### src/rtl/seg7_pkg.sv
// Shared seven-segment definitions: active-low segment codes ({g,f,e,d,c,b,a})
// and the scan digit-index type.
package seg7_pkg;

  localparam logic [6:0] SEG_0     = 7'b1000000;
  localparam logic [6:0] SEG_1     = 7'b1111001;
  localparam logic [6:0] SEG_2     = 7'b0100100;
  localparam logic [6:0] SEG_3     = 7'b0110000;
  localparam logic [6:0] SEG_4     = 7'b0011001;
  localparam logic [6:0] SEG_5     = 7'b0010010;
  localparam logic [6:0] SEG_6     = 7'b0000010;
  localparam logic [6:0] SEG_7     = 7'b1111000;
  localparam logic [6:0] SEG_8     = 7'b0000000;
  localparam logic [6:0] SEG_9     = 7'b0010000;
  localparam logic [6:0] SEG_DASH  = 7'b0111111;
  localparam logic [6:0] SEG_BLANK = 7'h7F;

  typedef logic [1:0] digit_idx_t;

endpackage

### src/rtl/seg7_decode.sv
// Combinational BCD to active-low seven-segment decoder; non-decimal codes
// show a dash.
module seg7_decode
  import seg7_pkg::*;
(
  input  logic [3:0] code,
  output logic [6:0] seg
);

  always_comb begin
    seg = SEG_DASH;
    case (code)
      4'd0: seg = SEG_0;
      4'd1: seg = SEG_1;
      4'd2: seg = SEG_2;
      4'd3: seg = SEG_3;
      4'd4: seg = SEG_4;
      4'd5: seg = SEG_5;
      4'd6: seg = SEG_6;
      4'd7: seg = SEG_7;
      4'd8: seg = SEG_8;
      4'd9: seg = SEG_9;
      default: seg = SEG_DASH;
    endcase
  end

endmodule

### src/rtl/seg7_scan_driver.sv
// Four-digit multiplexed common-anode display driver with frame snapshot,
// leading-zero blanking, per-digit blink and decimal points.
module seg7_scan_driver
  import seg7_pkg::*;
#(
  parameter int unsigned SCAN_DIV  = 2700,
  parameter int unsigned BLINK_DIV = 9000000
) (
  input  logic        clk,
  input  logic        reset,
  input  logic [15:0] digits,
  input  logic [3:0]  dp,
  input  logic        blank_lz,
  input  logic [3:0]  blink_mask,
  output logic [3:0]  an,
  output logic [6:0]  seg,
  output logic        dp_n,
  output logic        frame
);

  localparam int unsigned SCAN_W  = $clog2(SCAN_DIV);
  localparam int unsigned BLINK_W = $clog2(2 * BLINK_DIV);
  localparam logic [SCAN_W-1:0]  SCAN_LAST  = SCAN_W'(SCAN_DIV - 1);
  localparam logic [BLINK_W-1:0] BLINK_LAST = BLINK_W'(2 * BLINK_DIV - 1);
  localparam logic [BLINK_W-1:0] BLINK_HALF = BLINK_W'(BLINK_DIV);

  logic [SCAN_W-1:0]  scan_cnt;
  logic [BLINK_W-1:0] blink_cnt;
  digit_idx_t         idx;
  logic [15:0]        sh_digits;
  logic [3:0]         sh_dp;

  logic        tick;
  logic        snap;
  digit_idx_t  idx_nxt;
  logic [15:0] dig_nxt;
  logic [3:0]  dp_nxt;
  logic [3:0]  code;
  logic [6:0]  seg_dec;
  logic        blank;
  logic        phase_on;
  logic [3:0]  an_nxt;
  logic [6:0]  seg_nxt;
  logic        dp_n_nxt;
  logic        z3, z2, z1;

  // Outputs are built from the post-tick index and shadow so a new snapshot
  // appears on the very edge that captures it.
  always_comb begin
    tick     = (scan_cnt == SCAN_LAST);
    snap     = (idx == 2'd3);
    idx_nxt  = idx + 2'd1;
    dig_nxt  = snap ? digits : sh_digits;
    dp_nxt   = snap ? dp : sh_dp;
    code     = dig_nxt[{idx_nxt, 2'b00} +: 4];
    z3       = (dig_nxt[15:12] == 4'd0);
    z2       = (dig_nxt[11:8] == 4'd0);
    z1       = (dig_nxt[7:4] == 4'd0);
    blank    = 1'b0;
    case (idx_nxt)
      2'd3:    blank = blank_lz & z3;
      2'd2:    blank = blank_lz & z3 & z2;
      2'd1:    blank = blank_lz & z3 & z2 & z1;
      default: blank = 1'b0;
    endcase
    phase_on = (blink_cnt < BLINK_HALF);
    an_nxt   = (blink_mask[idx_nxt] && !phase_on) ? 4'b1111 : ~(4'b0001 << idx_nxt);
    seg_nxt  = blank ? SEG_BLANK : seg_dec;
    dp_n_nxt = blank ? 1'b1 : ~dp_nxt[idx_nxt];
  end

  seg7_decode u_decode (
    .code (code),
    .seg  (seg_dec)
  );

  always_ff @(posedge clk or posedge reset) begin
    if (reset) begin
      scan_cnt  <= '0;
      blink_cnt <= '0;
      idx       <= 2'd3;
      sh_digits <= '0;
      sh_dp     <= '0;
      an        <= 4'b1111;
      seg       <= SEG_BLANK;
      dp_n      <= 1'b1;
      frame     <= 1'b0;
    end else begin
      scan_cnt  <= tick ? '0 : scan_cnt + 1'b1;
      blink_cnt <= (blink_cnt == BLINK_LAST) ? '0 : blink_cnt + 1'b1;
      frame     <= tick & snap;
      if (tick) begin
        idx  <= idx_nxt;
        an   <= an_nxt;
        seg  <= seg_nxt;
        dp_n <= dp_n_nxt;
        if (snap) begin
          sh_digits <= digits;
          sh_dp     <= dp;
        end
      end
    end
  end

endmodule

### config.mk
export PLATFORM = sky130hd
export DESIGN_NAME = seg7_scan_driver
export DESIGN_NICKNAME = d
export VERILOG_FILES = /design/src/rtl/seg7_pkg.sv /design/src/rtl/seg7_decode.sv /design/src/rtl/seg7_scan_driver.sv
export SDC_FILE = /design/constraint.sdc
export NUM_CORES = 1
export LEC_CHECK = 0
export BUFFER_PORTS_ARGS = -buffer_cell sky130_fd_sc_hd__buf_2
export CAP_MARGIN = 30
export CORE_MARGIN = 2
export CORE_UTILIZATION = 50
export DETAILED_ROUTE_END_ITERATION = 12
export GPL_TIMING_DRIVEN = 0
export MAX_ROUTING_LAYER = met4
export PLACE_DENSITY = 0.72
export SLEW_MARGIN = 20
export SYNTH_ARGS = -nofsm -noshare
export SYNTH_HDL_FRONTEND = slang
export SYNTH_SLANG_ARGS = --single-unit
### constraint.sdc
create_clock -name clk -period 3 [get_ports clk]
set_input_delay 0.6 -clock clk [delete_from_list [all_inputs] [get_ports clk]]
set_output_delay 0.6 -clock clk [all_outputs]
set_load 0.05 [all_outputs]
==> metrics list <==
- Result of the run: finished clean
* Sequential Area: between 0.0015 and 0.002 sq mm
* Number of input and output port buffers inserted: 39
- Maximum number of pins on one net before global-route repair: 57
- Max IR drop VDD: 0.2627 mV
- Hold_ws: roughly 0.18 ns
- 0 antenna diodes ended up in the layout.
- After layout, the design draws a total of approximately 1.8 mW.
* # placed instances: around 480
- Share of synthesized cell area in full adder, half adder and majority cells: 3.976%
* Max Root-Sink Buffers: 2
- Post-synthesis to final-layout area growth: 14.84%
- Count of endpoints failing hold in the final timing report: 0
* Via count of the first global-routing pass: about 2700
* Power per unit of standard cell area: around 430 mW/mm^2
- Dividing the detail-routed via count by the number of cells gives around 5.5.
* Number of enable flip-flop cells after synthesis: 0
* Drt first-iter violations: approximately 160
- The layout has ~630 filler cells.
- Clock Latency Late Sink: 0.35 ns
- CP Capture Type: flip-flop
* Fraction of final layout cells with drive strength greater than 1: about 27%
- For this configuration, the core starts out at a cell density of 51.78%.
* DIE WIDTH: between 90 and 100 um
- For this run, asynchronously set or reset flops after synthesis account for between 90% and 100%.
- Overflow left after global routing: 0
- In the synthesized netlist the dominant register cell turns out to be dfrtp_1.
- In this run, synthesis produced a sequential element count of between 70 and 80.
- Floorplan die area: roughly 0.0083 sq mm
- Final Util: approximately three fifths
* Global-route total usage across every layer: between 20% and 30%
- The floorplan has 31 rows.
- Once detail routing completed, the nets flagged for antenna violations numbered 0.
- The worst register-to-register path begins at idx[0]$_DFFE_PP1N_.
* Setup-failing EPs final: 0
- Clock-pin slew of the registers on the worst-case setup and hold paths: roughly 0.07 ns
* Biggest area contributors in the synthesized netlist: dfrtp_1 38%, dfstp_2 9.7%, xnor2_1 5.1%, mux2_2 5.1%, mux2i_1 4.5%
- Summing every instance area after synthesis gives around 0.0038 sq mm.
- Largest family of logic cells by synthesized area: simple AND/OR/NAND/NOR gates
* Most area-hungry cell type in the Yosys netlist: dfrtp_1
- Avg WL per Cell: between 15 and 20 um
- Post-synthesis compound-gate area fraction: 5.302%
- The netlist uses between 40 and 50 different library cells.
* Fmax: 349.8 MHz
- The final critical path takes up a little over nine tenths of the cycle.
* XOR/XNOR share of the synthesized area: between 7 and 8%
- The setup path with the least slack is of type reg2reg.
- Multiplexer share of the synthesized area: between 10% and 20%
- STA classifies the critical path startpoint as a flip-flop.
* Core ar.: ~0.0073 sq mm
* Hold-fix buffers, CTS: 0
- Basic-gate share of the synthesized area counting and, or, nand and nor cells: between 10% and 20%
- Total number of H-tree levels: 3
- For the worst setup path, the data required time is 3.27 ns.
* Min-Delay Path Class: in2async
- For this run, the number of standard cells in the final layout without fillers is between 400 and 500.
- Maximum fanout encountered on the critical timing path: 10
- The initial antenna violation count is 0.
- TritonCTS built the clock tree.
- Routability-driven placement finished with a final weighted congestion of 0.8830.
- Counting every instance in the synthesized netlist gives approximately 340.
- Buffers inserted during clock tree synthesis total 9.
- Post-detailed-routing wire length: 7.748 mm
* Final critical delay including setup and external delays: roughly 2.9 ns
* Pin slew with the least headroom to its limit: ~0.84 ns
* Total nets after synthesis: ~380
* Fraction of post-synthesis cell area in the top cell type by area: about two fifths
- Fin. max-slew vios: 0
- For this run, the detailed router's first-pass iteration total came to 5.
- From bottom edge to top edge, the die measures approximately 91 um.
* Pleak: slightly below 2 nW
- Beginning of the critical path: idx[0]$_DFFE_PP1N_
- In this run the clock root is driven by a clkbuf_8.
- After the last flow step, the layout net total stands at 430.
* I/O pin count: 40
- After legalization and detailed placement, the total HPWL measured around 5.6 mm.
- The worst pin sits at a relative slew slack of a little over two fifths.
- Area of combinational cells with multiple inputs: 0.001861 sq mm
* Clock sink total: between 70 and 80
* Sequential share of the synthesized area: 48.18%
- Dividing the synthesized area by the synthesized cell count gives between 10 and 15 sq um.
* Via total after detailed routing: ~2700
* Synth warnings: 0
- First-pass GRT wire length: 13.12 mm
* Setup repair after global routing missed its margin: false
- Post-route clock skew: 0.01107 ns
- For the worst setup path, the data arrival time is about 3.1 ns.
- Max-Cap Viols: 0
- After detailed routing, the number of remaining DRC violations is 0.
[area by class of cell]
| type | count | share of cell area (%) |
|---|---|---|
| Multi-Input combinational cell | 249 | 42.90 |
| Sequential cell | 72 | 41.95 |
| Timing Repair Buffer | 42 | 5.482 |
| Clock buffer | 13 | 3.664 |
| Tap cell | 99 | 2.856 |
| Buffer | 9 | 1.471 |
| Clock inverter | 3 | 0.9233 |
| Inverter | 8 | 0.7501 |
[power breakdown]
group | total [mW] | leakage (nW) | internal (mW) | switching (mW)
registers | 0.991 | 0.869 | 0.982 | 0.00840
logic | 0.0863 | 0.953 | 0.0407 | 0.0457
clock network | 0.770 | 0.103 | 0.428 | 0.342
total | 1.85 | 1.93 | 1.45 | 0.397
[critical path, stage by stage (launching register included)]
cell,delay [ns]
dfstp_2,0.55
inv_2,0.10
ha_2,0.40
buf_6,0.19
buf_8,0.16
mux2i_1,0.08
mux4_2,0.54
ha_1,0.32
inv_1,0.04
or2_1,0.24
nand3_1,0.09
a21oi_1,0.07
[cells in the final DEF, fill, tap and decap left out, drive strengths merged, types with 12 or more instances in the layout]
cell / Yosys / final
dfrtp: 58 / 58
buf: 8 / 49
nor2: 31 / 31
nand2: 30 / 30
xnor2: 22 / 22
mux2: 18 / 18
mux2i: 17 / 17
nand3: 16 / 16
clkbuf: 2 / 15
dfstp: 14 / 14
xor2: 12 / 12
ha: 12 / 12
[worst paths after layout]
| check | cells past startpoint | slack (ns) | to |
|---|---|---|---|
| max reg2reg | 11 | 0.14 | seg[3]$_DFFE_PP1N_ |
| min in group clk | 2 | 0.49 | sh_digits[1]$_DFFE_PP0N_ |
| min | 2 | 0.18 | blink_cnt[6]$_DFF_PP0_ |
| min reg2reg | 1 | 0.50 | blink_cnt[8]$_DFF_PP0_ |
| max | 11 | 0.14 | seg[3]$_DFFE_PP1N_ |
| max in group asynchronous | 3 | 2.22 | idx[1]$_DFFE_PP1N_ |
[sequential cells by signal, summed over array words and instances (netlist names)]
signal,count
blink_cnt,25
sh_digits,16
dp_n,1
seg,7
sh_dp,4
an,4
scan_cnt,12
idx,2
frame,1
[what timing repair did]
item / 4_1_cts / 5_1_grt
endpoints found under the setup margin: 5 / 1
setup buffers: 1 / 1
resized for setup: 0 / 1
endpoints found under the hold margin: 0 / 0
[metrics by stage]
step / setup WS (ns) / TNS, ns / area, sq um
6_report: 0.1412 / 0 / 4337
5_1_grt: 0.0002351 / 0 / 4337
4_1_cts: 0.1236 / 0 / 4327
3_5_place_dp: -0.1779 / -0.5557 / 4125
3_3_place_gp: -0.2901 / -16.88 / 4095
2_1_floorplan: 0.1576 / 0 / 3776
[routing by layer]
layer	vias up	GRT usage, %	wire length (um)
met1	1353	28.21	3729
met4	0	10.10	148
met2	60	30.66	3576
met3	11	3.255	293
li1	1316	-	-
met5	-	-	0
[cell usage after synthesis (4+ instances only)]
cell,number
nand2_1,29
dfrtp_1,58
o21ai_0,7
inv_1,7
xor2_1,12
o211ai_1,6
buf_2,4
and3_1,8
a21oi_1,10
dfstp_2,14
mux2i_1,17
nand4_1,8
xnor2_1,22
and4_1,6
ha_1,12
nor2_1,31
nor3_1,8
nand3_1,16
mux4_2,7
mux2_2,17
nor3b_1,4
[logic make-up after synthesis]
logic type | count (synthesis)
adders and majority gates | 12
DFF | 72
and+or+nand+nor | 130
muxes | 42
buffers and inverters | 18
xor gates and xnor gates | 34
AOI/OAI and AO/OA | 31
Note: power is estimated with default switching activity, not from simulation.
